===== src/rtl/td4_pkg.sv =====
// td4_pkg - shared types and constants for the TD4 sequencer.
//   seq_state_t : sequencer FSM states
//   LOAD_*      : bit positions inside the op_decoder load vector
//   OP_W/IMM_W/INSTR_W : instruction field widths
package td4_pkg;

  typedef enum logic [2:0] {
    IDLE   = 3'd0,
    FETCH  = 3'd1,
    DECODE = 3'd2,
    EXEC   = 3'd3,
    HALTED = 3'd4
  } seq_state_t;

  localparam int LOAD_A   = 0;
  localparam int LOAD_B   = 1;
  localparam int LOAD_OUT = 2;
  localparam int LOAD_PC  = 3;

  localparam int OP_W    = 4;
  localparam int IMM_W   = 4;
  localparam int INSTR_W = 8;

endpackage


===== src/rtl/td4_pc_unit.sv =====
// td4_pc_unit - TD4 program counter.
//   clk, rst_n : clock, async active-low reset (pc <= RESET_PC)
//   update     : advance the PC this cycle (one pulse per retired instruction)
//   load       : take load_val instead of pc+1 (wraps mod 2**PC_W)
//   load_val   : jump target
//   pc         : registered program counter
//   self_jump  : combinational, a load whose target equals the current PC
module td4_pc_unit #(
  parameter int PC_W     = 4,
  parameter int RESET_PC = 0
) (
  input  logic            clk,
  input  logic            rst_n,
  input  logic            update,
  input  logic            load,
  input  logic [PC_W-1:0] load_val,
  output logic [PC_W-1:0] pc,
  output logic            self_jump
);

  always_ff @(posedge clk or negedge rst_n) begin
    if (!rst_n) begin
      pc <= PC_W'(RESET_PC);
    end else if (update) begin
      pc <= load ? load_val : pc + PC_W'(1);
    end
  end

  assign self_jump = load && (load_val == pc);

endmodule


===== src/rtl/td4_seq_ctrl.sv =====
// td4_seq_ctrl - instruction sequencer for the TD4 4-bit CPU.
// Owns PC (via td4_pc_unit), instruction register, carry flag and a
// saturating retired-instruction counter. Each instruction takes
// FETCH -> DECODE -> EXEC; write strobes and PC/carry/counter updates are
// registered at the end of EXEC.
//   clk, rst_n     : clock, async active-low reset
//   run_i / step_i : free-run level / single-step pulse (only seen in IDLE)
//   rom_addr_o     : ROM address (= pc), rom_data_i one cycle later
//   op_o, imm_o    : IR fields to op_decoder / ALU mux
//   c_flg_o        : registered carry to op_decoder
//   dec_load_i     : decoder load vector {PC,OUT,B,A}
//   alu_carry_i    : adder carry of the executing instruction
//   reg_we_o       : one-cycle write strobes {OUT,B,A}
//   pc_o           : current PC
//   busy_o         : instruction in flight (including the strobe cycle)
//   halted_o       : self-jump halt reached
//   instr_cnt_o    : retired instructions, saturating
// Optional build macro: TD4_SELF_LOOP_HALT_EN - a jump to its own address
// parks the FSM in HALTED until reset. Without it halted_o stays 0.
//
// state  | meaning
// IDLE   | waiting for run_i or step_i
// FETCH  | rom_addr_o = pc, ROM reads
// DECODE | IR <= rom_data_i
// EXEC   | decoder output sampled, PC/carry/counter/strobes updated
// HALTED | self-jump seen, sticky until reset
module td4_seq_ctrl
  import td4_pkg::*;
#(
  parameter int PC_W     = 4,
  parameter int CNT_W    = 16,
  parameter int RESET_PC = 0
) (
  input  logic               clk,
  input  logic               rst_n,
  input  logic               run_i,
  input  logic               step_i,
  output logic [PC_W-1:0]    rom_addr_o,
  input  logic [INSTR_W-1:0] rom_data_i,
  output logic [OP_W-1:0]    op_o,
  output logic [IMM_W-1:0]   imm_o,
  output logic               c_flg_o,
  input  logic [3:0]         dec_load_i,
  input  logic               alu_carry_i,
  output logic [2:0]         reg_we_o,
  output logic [PC_W-1:0]    pc_o,
  output logic               busy_o,
  output logic               halted_o,
  output logic [CNT_W-1:0]   instr_cnt_o
);

`ifdef TD4_SELF_LOOP_HALT_EN
  localparam bit HALT_EN = 1'b1;
`else
  localparam bit HALT_EN = 1'b0;
`endif

  seq_state_t         state;
  logic [INSTR_W-1:0] ir;
  logic               c_flg;
  logic [CNT_W-1:0]   instr_cnt;
  logic [2:0]         reg_we;
  logic               busy;
  logic               halted;
  logic [PC_W-1:0]    pc;
  logic               self_jump;
  logic               halt_now;

  td4_pc_unit #(
    .PC_W     (PC_W),
    .RESET_PC (RESET_PC)
  ) u_pc (
    .clk       (clk),
    .rst_n     (rst_n),
    .update    (state == EXEC),
    .load      (dec_load_i[LOAD_PC]),
    .load_val  (PC_W'(ir[IMM_W-1:0])),
    .pc        (pc),
    .self_jump (self_jump)
  );

  assign halt_now = HALT_EN && self_jump;

  always_ff @(posedge clk or negedge rst_n) begin
    if (!rst_n) begin
      state     <= IDLE;
      ir        <= '0;
      c_flg     <= 1'b0;
      instr_cnt <= '0;
      reg_we    <= '0;
      busy      <= 1'b0;
      halted    <= 1'b0;
    end else begin
      reg_we <= '0;
      case (state)
        IDLE: begin
          if (run_i || step_i) begin
            state <= FETCH;
            busy  <= 1'b1;
          end else begin
            busy  <= 1'b0;
          end
        end
        FETCH: begin
          state <= DECODE;
          busy  <= 1'b1;
        end
        DECODE: begin
          ir    <= rom_data_i;
          state <= EXEC;
          busy  <= 1'b1;
        end
        EXEC: begin
          reg_we <= dec_load_i[LOAD_OUT:LOAD_A];
          c_flg  <= alu_carry_i;
          if (~&instr_cnt) instr_cnt <= instr_cnt + CNT_W'(1);
          if (halt_now) begin
            state  <= HALTED;
            halted <= 1'b1;
            busy   <= 1'b0;
          end else begin
            // busy stays high one more cycle to cover the registered strobe
            state  <= run_i ? FETCH : IDLE;
            busy   <= 1'b1;
          end
        end
        HALTED: begin
          state <= HALTED;
          busy  <= 1'b0;
        end
        default: begin
          state <= IDLE;
          busy  <= 1'b0;
        end
      endcase
    end
  end

  assign rom_addr_o  = pc;
  assign pc_o        = pc;
  assign op_o        = ir[INSTR_W-1:IMM_W];
  assign imm_o       = ir[IMM_W-1:0];
  assign c_flg_o     = c_flg;
  assign reg_we_o    = reg_we;
  assign busy_o      = busy;
  assign halted_o    = halted;
  assign instr_cnt_o = instr_cnt;

endmodule

===== config.mk =====
export PLATFORM = sky130hd
export DESIGN_NAME = td4_seq_ctrl
export DESIGN_NICKNAME = d
export VERILOG_FILES = /design/src/rtl/td4_pkg.sv /design/src/rtl/td4_pc_unit.sv /design/src/rtl/td4_seq_ctrl.sv
export SDC_FILE = /design/constraint.sdc
export NUM_CORES = 1
export LEC_CHECK = 0
export ABC_AREA = 0
export BUFFER_PORTS_ARGS = -buffer_cell sky130_fd_sc_hd__buf_2
export CORE_AREA = 4 4 77 79
export CTS_CLUSTER_SIZE = 25
export DETAILED_ROUTE_END_ITERATION = 10
export DIE_AREA = 0 0 81 83
export GPL_ROUTABILITY_DRIVEN = 0
export PLACE_DENSITY = 0.54
export SYNTH_ARGS = -nofsm -noshare
export SYNTH_HDL_FRONTEND = slang
export SYNTH_HIERARCHICAL = 1
export SYNTH_SLANG_ARGS = --single-unit

===== constraint.sdc =====
create_clock -name clk -period 4.58 [get_ports clk]
set_clock_uncertainty 0.05 [all_clocks]
set_input_delay 0.458 -clock clk [delete_from_list [all_inputs] [get_ports clk]]
set_output_delay 0.458 -clock clk [all_outputs]
set_load 0.02 [all_outputs]

* Yosys cells after proc, flatten, opt, wreduce, memory -nomap -nowiden *
Index checks and enable logic that the tools add are counted.

word-level totals
  flip-flop bits (word level) = 36
  output and inout port bits = 38
  logic and storage cells = 27

cells by class
  add/sub/neg operators = 2
  equality and inequality tests = 5
  muxes and demuxes = 7
  bitwise operators = 1
  reduce and logical (&&, ||, !) cells = 5

operator list
  cell                     number
  $add A16 B1 Y16 const B  1
  $reduce_and A16 Y1       1
  $pmux W3 S5              1
  $eq A3 B2 Y1 const B     2
  $mux W3                  2
  $add A4 B1 Y4 const B    1
  $mux W4                  1
  $eq A3 B1 Y1 const B     1
  $eq A3 B3 Y1 const B     1
  $logic_not A3 Y1         1
  $reduce_or A3 Y1         1
  $mux W1                  2
  $ne A2 B2 Y1 const B     1
  $pmux W1 S2              1
  $reduce_and A2 Y1        1
  $logic_or A1 B1 Y1       1
  $not A1 Y1               1

* Logic depth before layout (Yosys ltp) *
  depth after elaboration = 3
  depth in mapped cells = 7
  depth with buffers taken out = 5

* By module *
Netlist, hierarchy kept.

modules (own cells, without submodules)
  module        times used  cells an instance  area each (um^2)
  td4_seq_ctrl  1           123                1450.1
  td4_pc_unit   1           32                 274.0

* Worst setup path before layout *
OpenSTA, ideal clock, no wires.

  path type = register to register
  start point = reg instr_cnt[0], in the netlist instr_cnt_o[0]
  end point = reg instr_cnt[1], in the netlist instr_cnt_o[1]
  setup time = 0.125 ns
  arrival time = 1.700 ns
  setup slack = 2.705 ns
  stages on the path, launching flop included = 6
  buffers on the path = 0
  period minus slack after synthesis = 1.875 ns
  path through = dfrtp_1 ha_1 nand3_1 nor4_4 nor2_2 mux2_4

on the way
  longest elaborated chain between the ends = 3
  elaborated cells on any way between the ends = 4

ends and longest elaborated chain
  what                                                                     line                 text
  from (decl)                                                              td4_seq_ctrl.sv:61   logic [CNT_W-1:0] instr_cnt;
  from (signal assigned)                                                   td4_seq_ctrl.sv:116  if (~&instr_cnt) instr_cnt <= instr_cnt + CNT_W'(1);
  parallel branches: the longest is 3 deep, another holds $add A16 B1 Y16  n/a

Several ways; the timed one is not identified.
A chain may end at the register's enable or synchronous reset.

* Worst setup path in the final report *
  start point = reg state[2]
  end point = reg instr_cnt[14], in the netlist instr_cnt_o[14]

on the way
  longest elaborated chain between the ends = 2

ends and longest elaborated chain
  what                         line                 text
  from (decl)                  td4_seq_ctrl.sv:58   seq_state_t state;
  from (signal assigned)       td4_seq_ctrl.sv:123  state <= run_i ? FETCH : IDLE;
  $eq A3 B2 Y1                 td4_seq_ctrl.sv:95   case (state)
  $reduce_and A2 Y1 (no line)  n/a

Every way passes these cells.

==> impl.org <==
** Timing
- Finish-stage setup viols :: 0
- Fraction of the cycle the final worst path needs :: 46.0%
- The final number of hold-violating endpoints came to 0.
- At the pin with the least slew margin, the transition time is 0.788 ns.
- Setup repair after global routing left no endpoint under its margin.
- The final max-slew violation count was 0.
- Normalized max-slew margin :: 47.5%
- Final critical path time including I/O delays and setup :: 2.11 ns
- For this run, the top clock speed supported by timing is 475 MHz.
- Hold is met by 0.199 ns.
- Summed negative setup slack over all endpoints :: 0 ns

** Detailed routing
- Dividing the detail-routed wire length by the instance count gives 13.8 um.
- Across all layers, the routed design uses 1270 vias.
- Before antenna repair, the detailed router went through 4 iterations.
- Via count normalized by instance count :: 4.67
- For this block, the routed nets add up to 3760 um of wire.
- Residual DRC count :: 0
- The detail route stage leaves a number of antenna-violating nets equal to 0.
- The first routing iteration left 52 violations.

** Setup path
- Grouping stages by cell kind, the critical path spends the most delay in simple AND/OR/NAND/NOR gates.
- The setup path with the least slack is of type register to register.
- Largest stage delay, worst path :: 0.46 ns
- The slowest stage of the critical path is the nand3b_1 cell.
- Slack of the worst reg-to-reg path :: 2.47 ns
- Critical path launch point type :: register
- STA classifies the critical path endpoint as a register.
- Data required time of the critical path :: 4.74 ns
- STA puts the critical path data arrival time at 2.27 ns.
- Critical path buffer and inverter count :: 1
- Of all nets on the critical path, the largest fanout is 16.
- Cell Chain, Critical Path :: nand3b_1 -> inv_2 -> nand4_1 -> nor4b_1 -> xor2_1

** GRT
- The via count of the first global-routing pass was 1269.
- Overflow left after global routing :: 0
- Global-route wire length before repair :: 6290 um
- The initial antenna violation count came to 0.
- For this run, the total global-route usage over all layers was measured as 11.9%.
- Entering global routing, the biggest net connects 37 pins.

** Clocking
- # hold bufs at CTS :: 0
- Clock tree synthesis found a total of 36 sinks.
- Clock-pin slew was measured on the worst setup and hold paths at 0.08 ns.
- Buffer cell driving the clock tree root :: clkbuf_8
- Buffers added to address setup during post-CTS repair amount to 0.
- TritonCTS Buffers :: 5
- Number of H-tree branching levels :: 2
- TritonCTS built the clock tree.
- In this run, post-CTS repair resized a total of 0 instances.
- The longest clock path from root to sink contains 2 buffers.
- Clock latency on the worst-skew pair, taken at its later pin, is 0.29 ns.

** Run
- Max-cap check violation count :: 0

** Floorplanning
- The die covers 0.00672 mm2.
- The floorplan has 27 rows.
- In this run the vertical extent of the chip is 83 um.
- The region available for standard cell placement spans 0.00534 mm2.
- The die is 81 um wide.
- Pin placement for this block handled 55 I/O pins.
- The initial utilization of the core area, before any placement, comes to 31.2%.

** Cells and area
- Of the cells placed in the final design, the portion with a size suffix greater than 1 is 38.5%.
- Diode count :: 0
- The library cell used most frequently in the layout, excluding fill and tap cells, is buf_2.
- Area Growth Syn to Fin :: 24.6%
- Once layout is complete, the cells apart from fillers number 272.
- Commonest cells after routing, fill and taps aside :: buf_2, dfrtp_1, nand2_1, xor2_1, mux2_2
- The net count of the finished layout is 218.
- Final standard cell utilization of the core :: 38.9%
- Post-route standard cell area excluding fillers :: 0.00208 mm2

** Place
- Including well taps, the total number of placed cells is 264.
- Placed standard-cell area :: 0.00197 mm2
- Port buffering added 53 buffers.
- Detailed placement finished with a half-perimeter wire length of 2710 um.

** Logic synthesis
- The mapped netlist covers 0.00167 mm2.
- The Yosys step of the flow raised 6 warnings.
- Mean Syn Cell Area :: 11.3 um2
- In the synthesized netlist, the number of instances is 147.
- Synthesized net count :: 166

** Power
- Peak ir drop on the vdd network :: 0.269 mV
- In this run the power density over the cells is 644 mW/mm2.
- For this design the static power due to leakage is 1.04 nW.

** Status
- The run finished with clean final reports.

** Worst hold path
- The min-delay analysis places its worst path in the category input port to asynchronous set/reset pin.
-- worst reg2reg max path, cell delays in order, from the launching register on --
cell	delay, ns
dfrtp_1	0.43
nand3b_1	0.46
inv_2	0.36
nand4_1	0.19
nor4b_1	0.37
xor2_1	0.17
-- where the power goes --
part / total, mW / switching [mW] / internal, mW
clock network: 0.275 / 0.114 / 0.162
registers: 0.528 / 0.105 / 0.423
logic: 0.535 / 0.320 / 0.215
-- per-stage QoR --
step	power [mW]	setup WS, ns
final	1.34	2.47
after global routing	1.44	2.18
after CTS	1.35	2.46
after detailed placement	1.08	2.47
after global placement	1.07	2.55
after floorplan	0.921	2.71
-- routing by layer --
metal / up-vias / global-route usage (%) / share of wire, %
met5: - / 0 / 0
met4: 0 / 3.69 / 0.96
met3: 5 / 3.25 / 7.6
met2: 44 / 18.0 / 43
met1: 598 / 16.5 / 48
li1: 623 / - / -
-- final cells by class --
class | count | area [um2]
clock buffer | 6 | 72.6
clock inverter | 2 | 35.0
fill | 563 | 3260
inverter | 3 | 11.3
multi-input combinational | 100 | 703
sequential | 36 | 901
tap | 72 | 90.1
timing repair buffer | 53 | 265
-- flip-flops by register name, summed over array words and instances (netlist names) --
name and cells:
busy_o 1, c_flg_o 1, instr_cnt_o 16, ir 8
reg_we_o 3, state 3, u_pc/pc 4
-- final timing paths --
| path | endpoint | cells after the start | from |
|---|---|---|---|
| setup / recovery | instr_cnt_o[14]$_DFFE_PN0P_ | 5 | state[2]$_DFFE_PN0P_ |
| hold / removal | u_pc/pc[3]$_DFFE_PN0P_ | 1 | rst_n |
| setup reg to reg | instr_cnt_o[14]$_DFFE_PN0P_ | 5 | state[2]$_DFFE_PN0P_ |
| hold reg to reg | c_flg_o$_DFFE_PN0N_ | 2 | c_flg_o$_DFFE_PN0N_ |
| max in group asynchronous | instr_cnt_o[7]$_DFFE_PN0P_ | 1 | rst_n |
| min in group clk | c_flg_o$_DFFE_PN0N_ | 3 | alu_carry_i |
Power figures use the tool's default switching activity.
